$ cat config.mk
export PLATFORM = sky130hd
export DESIGN_NAME = iir_rect_sum
export DESIGN_NICKNAME = d
export VERILOG_FILES = /design/src/rtl/iir_rect_sum.sv
export SDC_FILE = /design/constraint.sdc
export NUM_CORES = 1
export LEC_CHECK = 0
export ABC_AREA = 1
export BUFFER_PORTS_ARGS = -buffer_cell sky130_fd_sc_hd__buf_2
export CAP_MARGIN = 10
export CORE_MARGIN = 5
export CORE_UTILIZATION = 60
export DETAILED_ROUTE_END_ITERATION = 10
export GPL_TIMING_DRIVEN = 0
export PLACE_DENSITY = 0.82
export RECOVER_POWER = 25
export SYNTH_ARGS = -nofsm -noshare
export SYNTH_HDL_FRONTEND = slang
export SYNTH_SLANG_ARGS = --single-unit
$ cat constraint.sdc
create_clock -name iClk -period 5.85 [get_ports iClk]
set_clock_uncertainty 0.1 [all_clocks]
set_input_delay 0.2925 -clock iClk [delete_from_list [all_inputs] [get_ports iClk]]
set_output_delay 0.2925 -clock iClk [all_outputs]
set_load 0.1 [all_outputs]
$ cat src/rtl/iir_rect_sum.sv
// Rectangle pixel sum from an integral image: reads up to four corners (D, B, C, A)
// and returns D - B - C + A. Define IIR_BOUND_CHECK_EN to reject out-of-frame rectangles.
module iir_rect_sum #(
    parameter int IMG_W  = 320,
    parameter int IMG_H  = 240,
    parameter int ADDR_W = 17,
    parameter int DATA_W = 25
) (
    input  logic              iClk,
    input  logic              iReset_n,
    input  logic              iStart,
    input  logic [8:0]        iX,
    input  logic [7:0]        iY,
    input  logic [8:0]        iW,
    input  logic [7:0]        iH,
    output logic              oRd_en,
    output logic [ADDR_W-1:0] oRd_addr,
    input  logic              iRd_valid,
    input  logic [DATA_W-1:0] iRd_data,
    output logic [DATA_W-1:0] oSum,
    output logic              oValid,
    output logic              oErr,
    output logic              oBusy
);

    typedef enum logic [1:0] {IDLE, ISSUE, WAIT, DONE} state_t;

    // Corner encoding: bit0 = left column (X-1), bit1 = upper row (Y-1).
    localparam logic [1:0] C_D = 2'd0;
    localparam logic [1:0] C_A = 2'd3;

    state_t             state_q, state_d;
    logic [1:0]         corner_q, corner_d;
    logic [8:0]         x_q, x_d, w_q, w_d;
    logic [7:0]         y_q, y_d, h_q, h_d;
    logic [DATA_W-1:0]  acc_q, acc_d, sum_q, sum_d;
    logic [ADDR_W-1:0]  addr_q, addr_d;
    logic               rd_en_q, rd_en_d, valid_q, valid_d;
    logic               err_q, err_d, errp_q, errp_d;
    logic               oob;
    logic               cur_real, nxt_real;
    logic [ADDR_W-1:0]  row, col;

    // A corner on column -1 or row -1 reads as zero and is skipped.
    function automatic logic corner_real(input logic [1:0] c, input logic [8:0] x,
                                         input logic [7:0] y);
        return !(c[0] && x == 9'd0) && !(c[1] && y == 8'd0);
    endfunction

`ifdef IIR_BOUND_CHECK_EN
    assign oob = (int'(iX) + int'(iW) > IMG_W) || (int'(iY) + int'(iH) > IMG_H);
`else
    assign oob = 1'b0;
`endif

    assign cur_real = corner_real(corner_q, x_q, y_q);
    assign nxt_real = corner_real(corner_d, x_d, y_d);

    always_comb begin
        col = corner_d[0] ? ADDR_W'(x_d) - ADDR_W'(1)
                          : ADDR_W'(x_d) + ADDR_W'(w_d) - ADDR_W'(1);
        row = corner_d[1] ? ADDR_W'(y_d) - ADDR_W'(1)
                          : ADDR_W'(y_d) + ADDR_W'(h_d) - ADDR_W'(1);
    end

    always_comb begin
        state_d  = state_q;
        corner_d = corner_q;
        x_d      = x_q;
        y_d      = y_q;
        w_d      = w_q;
        h_d      = h_q;
        acc_d    = acc_q;
        errp_d   = errp_q;
        case (state_q)
            IDLE: if (iStart) begin
                x_d      = iX;
                y_d      = iY;
                w_d      = iW;
                h_d      = iH;
                acc_d    = '0;
                corner_d = C_D;
                errp_d   = 1'b0;
                if (iW == 9'd0 || iH == 8'd0) begin
                    state_d = DONE;
                end else if (oob) begin
                    state_d = DONE;
                    errp_d  = 1'b1;
                end else begin
                    state_d = ISSUE;
                end
            end
            ISSUE: begin
                if (cur_real)            state_d = WAIT;
                else if (corner_q == C_A) state_d = DONE;
                else                     corner_d = corner_q + 2'd1;
            end
            WAIT: if (iRd_valid) begin
                // D and A add; B and C subtract.
                acc_d = (corner_q[0] == corner_q[1]) ? acc_q + iRd_data : acc_q - iRd_data;
                if (corner_q == C_A) begin
                    state_d = DONE;
                end else begin
                    state_d  = ISSUE;
                    corner_d = corner_q + 2'd1;
                end
            end
            default: state_d = IDLE;
        endcase

        rd_en_d = (state_d == ISSUE) && nxt_real;
        addr_d  = rd_en_d ? row * ADDR_W'(IMG_W) + col : addr_q;
        valid_d = (state_d == DONE);
        err_d   = valid_d && errp_d;
        sum_d   = valid_d ? acc_d : sum_q;
    end

    always_ff @(posedge iClk or negedge iReset_n) begin
        if (!iReset_n) begin
            state_q  <= IDLE;
            corner_q <= C_D;
            x_q      <= '0;
            y_q      <= '0;
            w_q      <= '0;
            h_q      <= '0;
            acc_q    <= '0;
            sum_q    <= '0;
            addr_q   <= '0;
            rd_en_q  <= 1'b0;
            valid_q  <= 1'b0;
            err_q    <= 1'b0;
            errp_q   <= 1'b0;
        end else begin
            state_q  <= state_d;
            corner_q <= corner_d;
            x_q      <= x_d;
            y_q      <= y_d;
            w_q      <= w_d;
            h_q      <= h_d;
            acc_q    <= acc_d;
            sum_q    <= sum_d;
            addr_q   <= addr_d;
            rd_en_q  <= rd_en_d;
            valid_q  <= valid_d;
            err_q    <= err_d;
            errp_q   <= errp_d;
        end
    end

    assign oRd_en   = rd_en_q;
    assign oRd_addr = addr_q;
    assign oSum     = sum_q;
    assign oValid   = valid_q;
    assign oErr     = err_q;
    assign oBusy    = (state_q != IDLE);

endmodule

After elaboration in Yosys (flattened, before gate mapping)
Index checks and enable logic that the tools add are counted.

Add/subtract/negate cells: 10. $mul: 1. Divide/modulo/power cells: 0. $lt $le $gt $ge: 0. Equality and inequality tests: 6. Shift operators: 0. Multiplexer cells: 28. Bitwise gates (word level): 0. Reductions and logical operators: 21.

Operators by type and width (number): $mux W25 (3); $pmux W25 S2 (1); $mux W9 (4); $mux W17 (2); $mux W8 (4); $logic_not A9 Y1 (3); $add A25 B25 Y25 (1); $sub A25 B25 Y25 (1); $logic_not A8 Y1 (3); $mux W2 (10); $sub A9 B1 Y10 const B (2); $add A17 B17 Y17 (1); $mul A17 B3 Y11 const B (1); $pmux W2 S3 (2); $sub A10 B1 Y11 const B (1); $add A9 B9 Y10 (1); $add A8 B8 Y9 (1); $sub A8 B1 Y9 const B (1); $logic_and A1 B1 Y1 (8); $eq A2 B2 Y1 const B (3); $eq A2 B1 Y1 const B (2); $logic_not A1 Y1 (4); $add A2 B1 Y2 const B (1); $logic_not A2 Y1 (1); 4 further kinds (5).

Bits in registers: 109. Latch bits: 0. RAM bits: 0. Memory bits (read-only): 0. Bits of input ports: 63. Output and inout bits: 46. Word-level logic and storage cells: 79. Memories: 0.

Logic depth before layout (Yosys ltp)
Gate-level depths: netlist of the first run.

Depth in word-level cells: 10. Mapped depth: 38. Gate-level depth less buffers: 36.

Least setup slack after synthesis of the first run
OpenSTA, ideal clock, no wires.

Kind: reg2reg. From: register state_q[0]. To: register addr_q[16], in the netlist oRd_addr[16]. Setup time: 0.120 ns. Arrival: 5.081 ns. Data required time: 5.630 ns. Slack: 0.549 ns. Stages on the path, launching flop included: 39. Buffers on the path: 3. Clock period less this slack: 5.301 ns. Cells stage by stage: dfrtp_1 -> nor2_2 -> nand2_2 -> buf_6 -> inv_2 -> clkbuf_1 -> clkbuf_1 -> or2_2 -> o21ai_0 -> ha_1 -> inv_1 -> ha_1 -> a21oi_1 -> nand2_1 -> nand2_1 -> nand2_1 -> a21oi_1 -> o21ai_0 -> [3 not listed] -> ha_1 -> nand3_1 -> nand3_1 -> xor2_1 -> inv_1 -> ha_1 -> a21oi_1 -> o21ai_0 -> a21o_1 -> nand2_1 -> nand2_1 -> a21o_1 -> inv_1 -> nand2_1 -> nand2_1 -> nand2_1 -> nand3_1 -> nand2_1.

Longest elaborated chain between the ends: 7. Elaborated cells between the ends (all ways): 32. Classes of those cells: 7 x add/sub; 1 x mul; 3 x eq/ne; 12 x mux; 9 x reduce/logical.

RTL lines: start, declared (line 32) `state_t state_q, state_d;`; start signal, assigned (line 134) `state_q <= state_d;`; $logic_not A2 Y1 (line 75) `case (state_q)`; $mux W8 / $mux W9 (equally long branches) (line 75); $add A8 B8 Y9 (tied with other cells) (line 63) `: ADDR_W'(y_d) + ADDR_W'(h_d) - ADDR_W'(1);`; $sub A9 B1 Y10 / $logic_and A1 B1 Y1 (equally long branches) (line 63, 47); $mux W17 / $logic_not A1 Y1 (equally long branches) (line 62, 47); $mul A17 B3 Y11 / $logic_and A1 B1 Y1 (equally long branches) (line 112, 47); $add A17 B17 Y17 / $logic_and A1 B1 Y1 (equally long branches) (line 112, 111); end signal, assigned (line 142) `addr_q <= addr_d;`; end, declared (line 37) `logic [ADDR_W-1:0] addr_q, addr_d;`.

Several ways; a longest one is shown, not always the timed one. A chain may end at the register's enable or synchronous reset.

Final worst setup path of the first run
From: register state_q[0]. To: register addr_q[16], in the netlist oRd_addr[16].

Longest elaborated chain between the ends: 7. Elaborated cells between the ends (all ways): 32. Classes of those cells: 7 x add/sub; 1 x mul; 3 x eq/ne; 12 x mux; 9 x reduce/logical.

RTL lines: $logic_not A2 Y1 * (line 75); $mux W8 * (line 75); net y_d[1] (line 35) `logic [7:0] y_q, y_d, h_q, h_d;`; $add A8 B8 Y9 / $logic_not A8 Y1 (equally long branches) (line 63, 47); $sub A9 B1 Y10 / $logic_and A1 B1 Y1 (equally long branches) (line 63, 47); $mux W17 / $logic_not A1 Y1 (equally long branches) (line 62, 47); $mul A17 B3 Y11 / $logic_and A1 B1 Y1 (equally long branches) (line 112, 47); $add A17 B17 Y17 / $logic_and A1 B1 Y1 (equally long branches) (line 112, 111).

Mark *: on every way through the listed nets, which the timed path passes. The rest lies on a longest branch.

==> run_summary.xml, run 1 <==
<?xml version="1.0" encoding="UTF-8"?>
<metrics>
  <group name="outcome">
    <metric name="outcome" unit="">complete, but fails checks</metric>
    <metric name="violations" unit="">capacitance limit, slew limit</metric>
  </group>
  <group name="timing">
    <metric name="timing_worst_slew_pin_value" unit="ns">2.31</metric>
    <metric name="final-setup-viol-count" unit="">0</metric>
    <metric name="finalCritPeriodShare" unit="%">93.4</metric>
    <metric name="fmax" unit="MHz">183</metric>
    <metric name="layout_min_cycle_time" unit="ns">5.47</metric>
    <metric name="slew_violations" unit="">40</metric>
    <metric name="final_hold_viol_count" unit="">0</metric>
    <metric name="worst_slew_margin" unit="%">-53.8</metric>
  </group>
  <group name="worst_setup_path">
    <metric name="critical_path_origin" unit="">state_q[0]</metric>
    <metric name="worst-setup-path-type" unit="">reg2reg</metric>
    <metric name="worst_setup_path_end_kind" unit="">flip-flop</metric>
    <metric name="path_max_fanout" unit="">16</metric>
    <metric name="critical-path-slowest-cell" unit="">dfrtp_2</metric>
    <metric name="ff2ff_path_depth" unit="">36</metric>
    <metric name="critical_path.most_common_cell" unit="">nand2_1</metric>
    <metric name="cp_data_arrival_time" unit="ns">5.62</metric>
    <metric name="capturing_element_of_the_worst_setup_path" unit="">oRd_addr[16]</metric>
    <metric name="worst_path_largest_cell_delay" unit="ns">0.42</metric>
    <metric name="regToRegEndpoint" unit="">oRd_addr[16]</metric>
    <metric name="setup.reg_to_reg.worst_slack" unit="ns">0.38</metric>
    <metric name="r2r_start" unit="">state_q[0]</metric>
    <metric name="cp.required" unit="ns">6.00</metric>
    <metric name="worst_setup_path_start_kind" unit="">flip-flop</metric>
  </group>
  <group name="drt">
    <metric name="detail_route.first_pass.iterations" unit="">5</metric>
    <metric name="routed_wire_length_per_instance" unit="um">15.6</metric>
    <metric name="via_per_inst" unit="">5.52</metric>
    <metric name="drt.antenna.violating_nets" unit="">0</metric>
    <metric name="finalWirelength" unit="um">24700</metric>
    <metric name="detail_route.drc_violations" unit="">0</metric>
    <metric name="dr.first_iter.drc_count" unit="">488</metric>
    <metric name="routed-via-count" unit="">8730</metric>
  </group>
  <group name="die">
    <metric name="placeableCoreArea" unit="mm^2">0.0145</metric>
    <metric name="design.die.area" unit="mm^2">0.0174</metric>
    <metric name="floorplan.initialDensity" unit="%">61.2</metric>
    <metric name="fp.dieH" unit="um">132</metric>
    <metric name="fp-row-count" unit="">44</metric>
    <metric name="die_w" unit="um">132</metric>
    <metric name="pin_count" unit="">109</metric>
  </group>
  <group name="synth">
    <metric name="syn_area" unit="mm^2">0.00890</metric>
    <metric name="syn_inst" unit="">1270</metric>
    <metric name="synth_seq_cells" unit="">109</metric>
    <metric name="synth-warning-count" unit="">0</metric>
    <metric name="synth.area.top_cells" unit="">dfrtp_1 31%, nand2_1 14%, ha_1 12%, inv_1 7.6%, nor2_1 5.0%</metric>
    <metric name="syn-mean-instance-area" unit="um^2">7.00</metric>
    <metric name="yosys.cell_types.count" unit="">42</metric>
    <metric name="mappedNetlistNets" unit="">1426</metric>
    <metric name="yosysSeqAreaShare" unit="%">30.7</metric>
    <metric name="netlist.area_leader.share" unit="%">30.7</metric>
    <metric name="netlist.top_cell.by_area" unit="">dfrtp_1</metric>
  </group>
  <group name="global_route">
    <metric name="grt_first_pass_wirelength" unit="um">40300</metric>
    <metric name="grt_max_degree" unit="">71</metric>
    <metric name="grt_pass1_vias" unit="">8741</metric>
    <metric name="grt_util_all_layers" unit="%">28.1</metric>
    <metric name="grt_remaining_overflow" unit="">0</metric>
    <metric name="antenna_violations_before_repair" unit="">2</metric>
  </group>
  <group name="layout">
    <metric name="final_core_utilization" unit="%">69.6</metric>
    <metric name="nNetsFinal" unit="">1547</metric>
    <metric name="fillerInstances" unit="">1309</metric>
    <metric name="final-seq-area" unit="mm^2">0.00273</metric>
    <metric name="combined_area_of_the_multi_input_logic_cells" unit="mm^2">0.00542</metric>
    <metric name="post_route_cells_drive_above_1_share" unit="%">13.7</metric>
    <metric name="design_area" unit="mm^2">0.0101</metric>
    <metric name="area_growth_from_synthesis_to_layout" unit="%">13.7</metric>
  </group>
  <group name="clock_network">
    <metric name="clkSlewWorstSetupHoldPaths" unit="ns">0.08</metric>
    <metric name="cts.path.max_buffers" unit="">2</metric>
    <metric name="clock_sinks" unit="">109</metric>
    <metric name="root_buffer" unit="">clkbuf_16</metric>
    <metric name="clock_tree.htree_level_count" unit="">3</metric>
    <metric name="worst_skew_pair.late_latency" unit="ns">0.36</metric>
    <metric name="cts_buffers" unit="">9</metric>
    <metric name="tritoncts" unit="">built</metric>
  </group>
  <group name="place">
    <metric name="dp_hpwl" unit="um">19800</metric>
    <metric name="place.gp.congestion" unit="">0.986</metric>
    <metric name="io_buffer_count" unit="">107</metric>
    <metric name="dpl_cell_area" unit="mm^2">0.00969</metric>
  </group>
  <group name="worst_hold_path">
    <metric name="timing.hold.worst.class" unit="">in2reg</metric>
    <metric name="hold_path_startpoint" unit="">iH[3]</metric>
  </group>
  <group name="flow_run">
    <metric name="maxCapViolCount" unit="">1</metric>
  </group>
</metrics>
==> critical path: cells and delay by family (launching register included) <==
kind | cells | cell delay [ns]
flops | 1 | 0.42
fa+ha+maj | 6 | 1.69
compound gates | 7 | 1.05
buf+inv | 7 | 0.58
xor+xnor | 2 | 0.35
simple gates | 14 | 1.16
==> final cells by class <==
cell class                      count  share of cell area [%]
Tap cell                          184                    2.28
Antenna cell                        1                  0.0247
Buffer                             23                    1.38
Clock buffer                        9                    2.23
Sequential cell                   109                    27.0
Clock inverter                      7                   0.754
Multi-Input combinational cell    950                    53.5
Inverter                          186                    6.96
Timing Repair Buffer              112                    5.87
==> how the worst min path moves through the flow <==
stage                to  slack, ns  cells after the start
2_1_floorplan  acc_q[0]      -0.10                      0
5_1_grt          x_q[3]       0.11                      3
3_3_place_gp   oSum[15]       0.36                      2
4_1_cts          x_q[7]        0.1                      3
3_5_place_dp    oSum[8]       0.21                      1
6_report         h_q[3]       0.09                      3
==> timing repair <==
item,in CTS,in global routing
setup buffers,0,3
pin swaps,0,6
hold buffers,1,0
resized for setup,3,31
hold endpoints to repair,39,0
gates cloned,0,0
endpoints found under the setup margin,3,4
==> cells in the mapped netlist, drive strengths merged <==
| library cell | count |
|---|---|
| o21bai | 6 |
| nor3 | 17 |
| or2 | 21 |
| inv | 183 |
| nor2 | 120 |
| buf | 13 |
| o2111ai | 1 |
| nand3b | 3 |
| o21a | 4 |
| fa | 5 |
| a211oi | 1 |
| o211ai | 16 |
| clkinv | 3 |
| a221oi | 1 |
| clkbuf | 12 |
| xnor2 | 20 |
| nand4 | 12 |
| o31ai | 5 |
| dfrtp | 109 |
| nand2 | 343 |
| nor4 | 4 |
| and2 | 2 |
| nand3 | 60 |
| o21ai | 105 |
| a21oi | 63 |
| a31oi | 14 |
| a21o | 5 |
| xor2 | 30 |
| a21boi | 1 |
| ha | 88 |
| o22ai | 3 |
==> cell usage in the layout, fill, tap and decap left out, types with 24 or more instances in the layout <==
master / n
ha_1: 84
xor2_1: 30
nand3_1: 59
inv_1: 179
nor2_1: 118
a21oi_1: 61
o21ai_1: 24
nand2_1: 339
o21ai_0: 70
dfrtp_1: 108
buf_2: 110
==> registers in the layout, summed over array words and instances, names as in the netlist, 2 cells and up <==
name and cells:
acc_q 25, oSum 25, oRd_addr 17, w_q 9, x_q 9, h_q 8
y_q 8, corner_q 2, state_q 2
==> kinds of logic after synthesis <==
group / synth area share, %
compound gates: 14.4
xor+xnor: 4.92
fa+ha+maj: 13.5
buf+inv: 9.41
flops: 30.7
simple gates: 27.1
==> layer usage <==
metal  track usage (%)  part of all wire (%)  vias up
met2              51.6                    51      235
met3              4.73                   4.3       74
met4              12.8                   4.5        4
li1                  -                     -     4358
met5                 0                 0.057        -
met1              31.8                    40     4059
==> through the flow <==
step | instances | setup slack (ns) | TNS, ns | hold WS, ns
6_report | 1581 | 0.385 | 0 | 0.0933
4_1_cts | 1578 | 0.0162 | 0 | 0.0989
3_5_place_dp | 1562 | -0.417 | -0.605 | 0.207
3_3_place_gp | 1561 | -0.396 | -0.507 | 0.359
2_1_floorplan | 1270 | 0.549 | 0 | -0.103
5_1_grt | 1580 | -0.0436 | -0.0436 | 0.114
Power of run 1 is left out: the tool's default activity adds up to more than one toggle a clock period on the data nets, which glitch-free logic cannot reach.
==> run 2, diff against run 1 <==
CORE_UTILIZATION = 64   (was 60)
PLACE_DENSITY = 0.87   (was 0.82)
clock period = 6.3 ns   (was 5.85 ns; I/O delays follow)
==> run_summary.xml, run 2 (synthesized netlist as in run 1, its figures left out) <==
<?xml version="1.0" encoding="UTF-8"?>
<metrics>
  <group name="outcome">
    <metric name="outcome" unit="">complete, but fails checks</metric>
    <metric name="violations" unit="">capacitance limit, slew limit</metric>
  </group>
  <group name="layout">
    <metric name="area_growth_from_synthesis_to_layout" unit="%">12.7</metric>
    <metric name="fillerInstances" unit="">1147</metric>
    <metric name="num_antenna_cells" unit="">0</metric>
    <metric name="nNetsFinal" unit="">1546</metric>
    <metric name="final_common_cell" unit="">nand2_1</metric>
    <metric name="post_route_cells_drive_above_1_share" unit="%">12.4</metric>
    <metric name="most-common-layout-cells" unit="">340 x nand2_1, 180 x inv_1, 118 x nor2_1</metric>
  </group>
  <group name="global_route">
    <metric name="grt_first_pass_wirelength" unit="um">40600</metric>
    <metric name="grt_max_degree" unit="">61</metric>
    <metric name="grt_util_all_layers" unit="%">30.8</metric>
    <metric name="grt_pass1_vias" unit="">8659</metric>
    <metric name="grt_remaining_overflow" unit="">0</metric>
    <metric name="antenna_violations_before_repair" unit="">1</metric>
  </group>
  <group name="clock_network">
    <metric name="cts_buffers" unit="">9</metric>
    <metric name="worst_skew_pair.late_latency" unit="ns">0.37</metric>
    <metric name="clock_tree.htree_level_count" unit="">3</metric>
    <metric name="tritoncts" unit="">built</metric>
    <metric name="cts.path.max_buffers" unit="">2</metric>
    <metric name="post_cts_buffers" unit="">0</metric>
    <metric name="clock_sinks" unit="">109</metric>
    <metric name="clkSlewWorstSetupHoldPaths" unit="ns">0.09</metric>
    <metric name="root_buffer" unit="">clkbuf_16</metric>
  </group>
  <group name="worst_setup_path">
    <metric name="ff2ff_path_depth" unit="">33</metric>
    <metric name="worst_setup_path_end_kind" unit="">flip-flop</metric>
    <metric name="setup.reg_to_reg.worst_slack" unit="ns">0.44</metric>
    <metric name="critical-path-slowest-cell" unit="">dfrtp_2</metric>
    <metric name="worst_setup_path_start_kind" unit="">flip-flop</metric>
    <metric name="worst-setup-path-type" unit="">reg2reg</metric>
    <metric name="regToRegEndpoint" unit="">oRd_addr[16]</metric>
    <metric name="critical_path.most_common_cell" unit="">nand2_1</metric>
    <metric name="r2r_start" unit="">state_q[0]</metric>
    <metric name="path_max_fanout" unit="">10</metric>
    <metric name="cp.required" unit="ns">6.46</metric>
    <metric name="cp_data_arrival_time" unit="ns">6.03</metric>
    <metric name="worst_path_largest_cell_delay" unit="ns">0.46</metric>
  </group>
  <group name="drt">
    <metric name="detail_route.first_pass.iterations" unit="">5</metric>
    <metric name="drt.antenna.violating_nets" unit="">0</metric>
    <metric name="routed-via-count" unit="">8783</metric>
    <metric name="via_per_inst" unit="">5.58</metric>
    <metric name="dr.first_iter.drc_count" unit="">704</metric>
    <metric name="routed_wire_length_per_instance" unit="um">15.8</metric>
    <metric name="detail_route.drc_violations" unit="">0</metric>
    <metric name="finalWirelength" unit="um">25000</metric>
  </group>
  <group name="die">
    <metric name="design.die.area" unit="mm^2">0.0164</metric>
    <metric name="placeableCoreArea" unit="mm^2">0.0138</metric>
    <metric name="die_w" unit="um">128</metric>
    <metric name="pin_count" unit="">109</metric>
    <metric name="floorplan.initialDensity" unit="%">64.6</metric>
    <metric name="fp-row-count" unit="">43</metric>
    <metric name="fp.dieH" unit="um">128</metric>
  </group>
  <group name="flow_run">
    <metric name="maxCapViolCount" unit="">1</metric>
  </group>
  <group name="timing">
    <metric name="fmax" unit="MHz">171</metric>
    <metric name="worst_slew_margin" unit="%">-88.7</metric>
    <metric name="final-setup-viol-count" unit="">0</metric>
    <metric name="final_hold_viol_count" unit="">0</metric>
    <metric name="finalCritPeriodShare" unit="%">93.1</metric>
    <metric name="hold_slack" unit="ns">0.121</metric>
    <metric name="slew_violations" unit="">50</metric>
    <metric name="layout_min_cycle_time" unit="ns">5.86</metric>
    <metric name="timing_worst_slew_pin_value" unit="ns">2.83</metric>
    <metric name="setup_repair_after_global_routing_missed_its_margin" unit="">no</metric>
  </group>
  <group name="place">
    <metric name="place.gp.congestion" unit="">1.03</metric>
    <metric name="dp_hpwl" unit="um">19800</metric>
    <metric name="io_buffer_count" unit="">107</metric>
  </group>
  <group name="worst_hold_path">
    <metric name="hold-path-endpoint" unit="">y_q[3]</metric>
    <metric name="timing.hold.worst.class" unit="">in2reg</metric>
    <metric name="worstHoldPathCells" unit="">3</metric>
    <metric name="hold_path_startpoint" unit="">iY[3]</metric>
  </group>
</metrics>
==> run 2: cell count changes in the layout (fill, tap and decap cells not counted), sizes merged <==
cell,before,now
buf,123,122
clkinvlp,1,0
diode,1,0
inv,186,187
==> run 2: final cells by class <==
type	count	area (um^2)	share of cell area (%)
buffer	25	150	1.50
tap	180	225	2.25
clock buffer	9	225	2.25
timing repair buffer	109	572	5.70
multi-input combinational	950	5340	53.2
inverter	186	699	6.97
clock inverter	7	93.8	0.936
sequential	109	2730	27.2
==> run 2: repair_timing <==
item / CTS / global route
gates resized for setup: 1 / 18
hold buffers: 1 / 0
endpoints found under the setup margin: 1 / 3
endpoints found under the hold margin: 49 / 0
pin swaps: 0 / 1
==> run 2: routing by layer <==
metal  wire length [um]  track usage [%]
met1               9840             35.8
met2              12900             55.6
met3               1250             4.96
met4                997             13.9
met5                 13                0
==> run 2: worst max path at each step <==
stage | from | end | slack [ns] | cells past startpoint
after floorplan | state_q[0] | oRd_addr[16] | 1.0 | 38
after global placement | state_q[0] | oRd_addr[16] | 0.12 | 36
after detailed placement | state_q[0] | oRd_addr[16] | -0.02 | 38
after CTS | state_q[0] | oRd_addr[16] | 0.12 | 36
after global routing | state_q[0] | oRd_addr[16] | 0.01 | 38
final | state_q[0] | oRd_addr[16] | 0.44 | 33
==> run 2: metrics by stage <==
step	util, %	TNS [ns]	instance area [um^2]	setup WS (ns)	cells
floorplan	-	0	8900	0.999	1270
global placement	70.1	0	9660	0.120	1557
detailed placement	70.3	-0.0240	9690	-0.0240	1558
CTS	72.7	0	10000	0.118	1575
global route	72.8	0	10000	0.0140	1575
finish	72.8	0	10000	0.437	1575
==> run 2: critical path: cells and delay by family, from the launching register on <==
family,cells,cell delay (ns)
AND/OR/NAND/NOR,14,1.31
flip-flops,1,0.46
AO/OA/AOI/OAI,8,1.83
buffers and inverters,7,0.83
adder cells (fa/ha/maj),4,1.23
Power of run 2 is left out for the same reason.
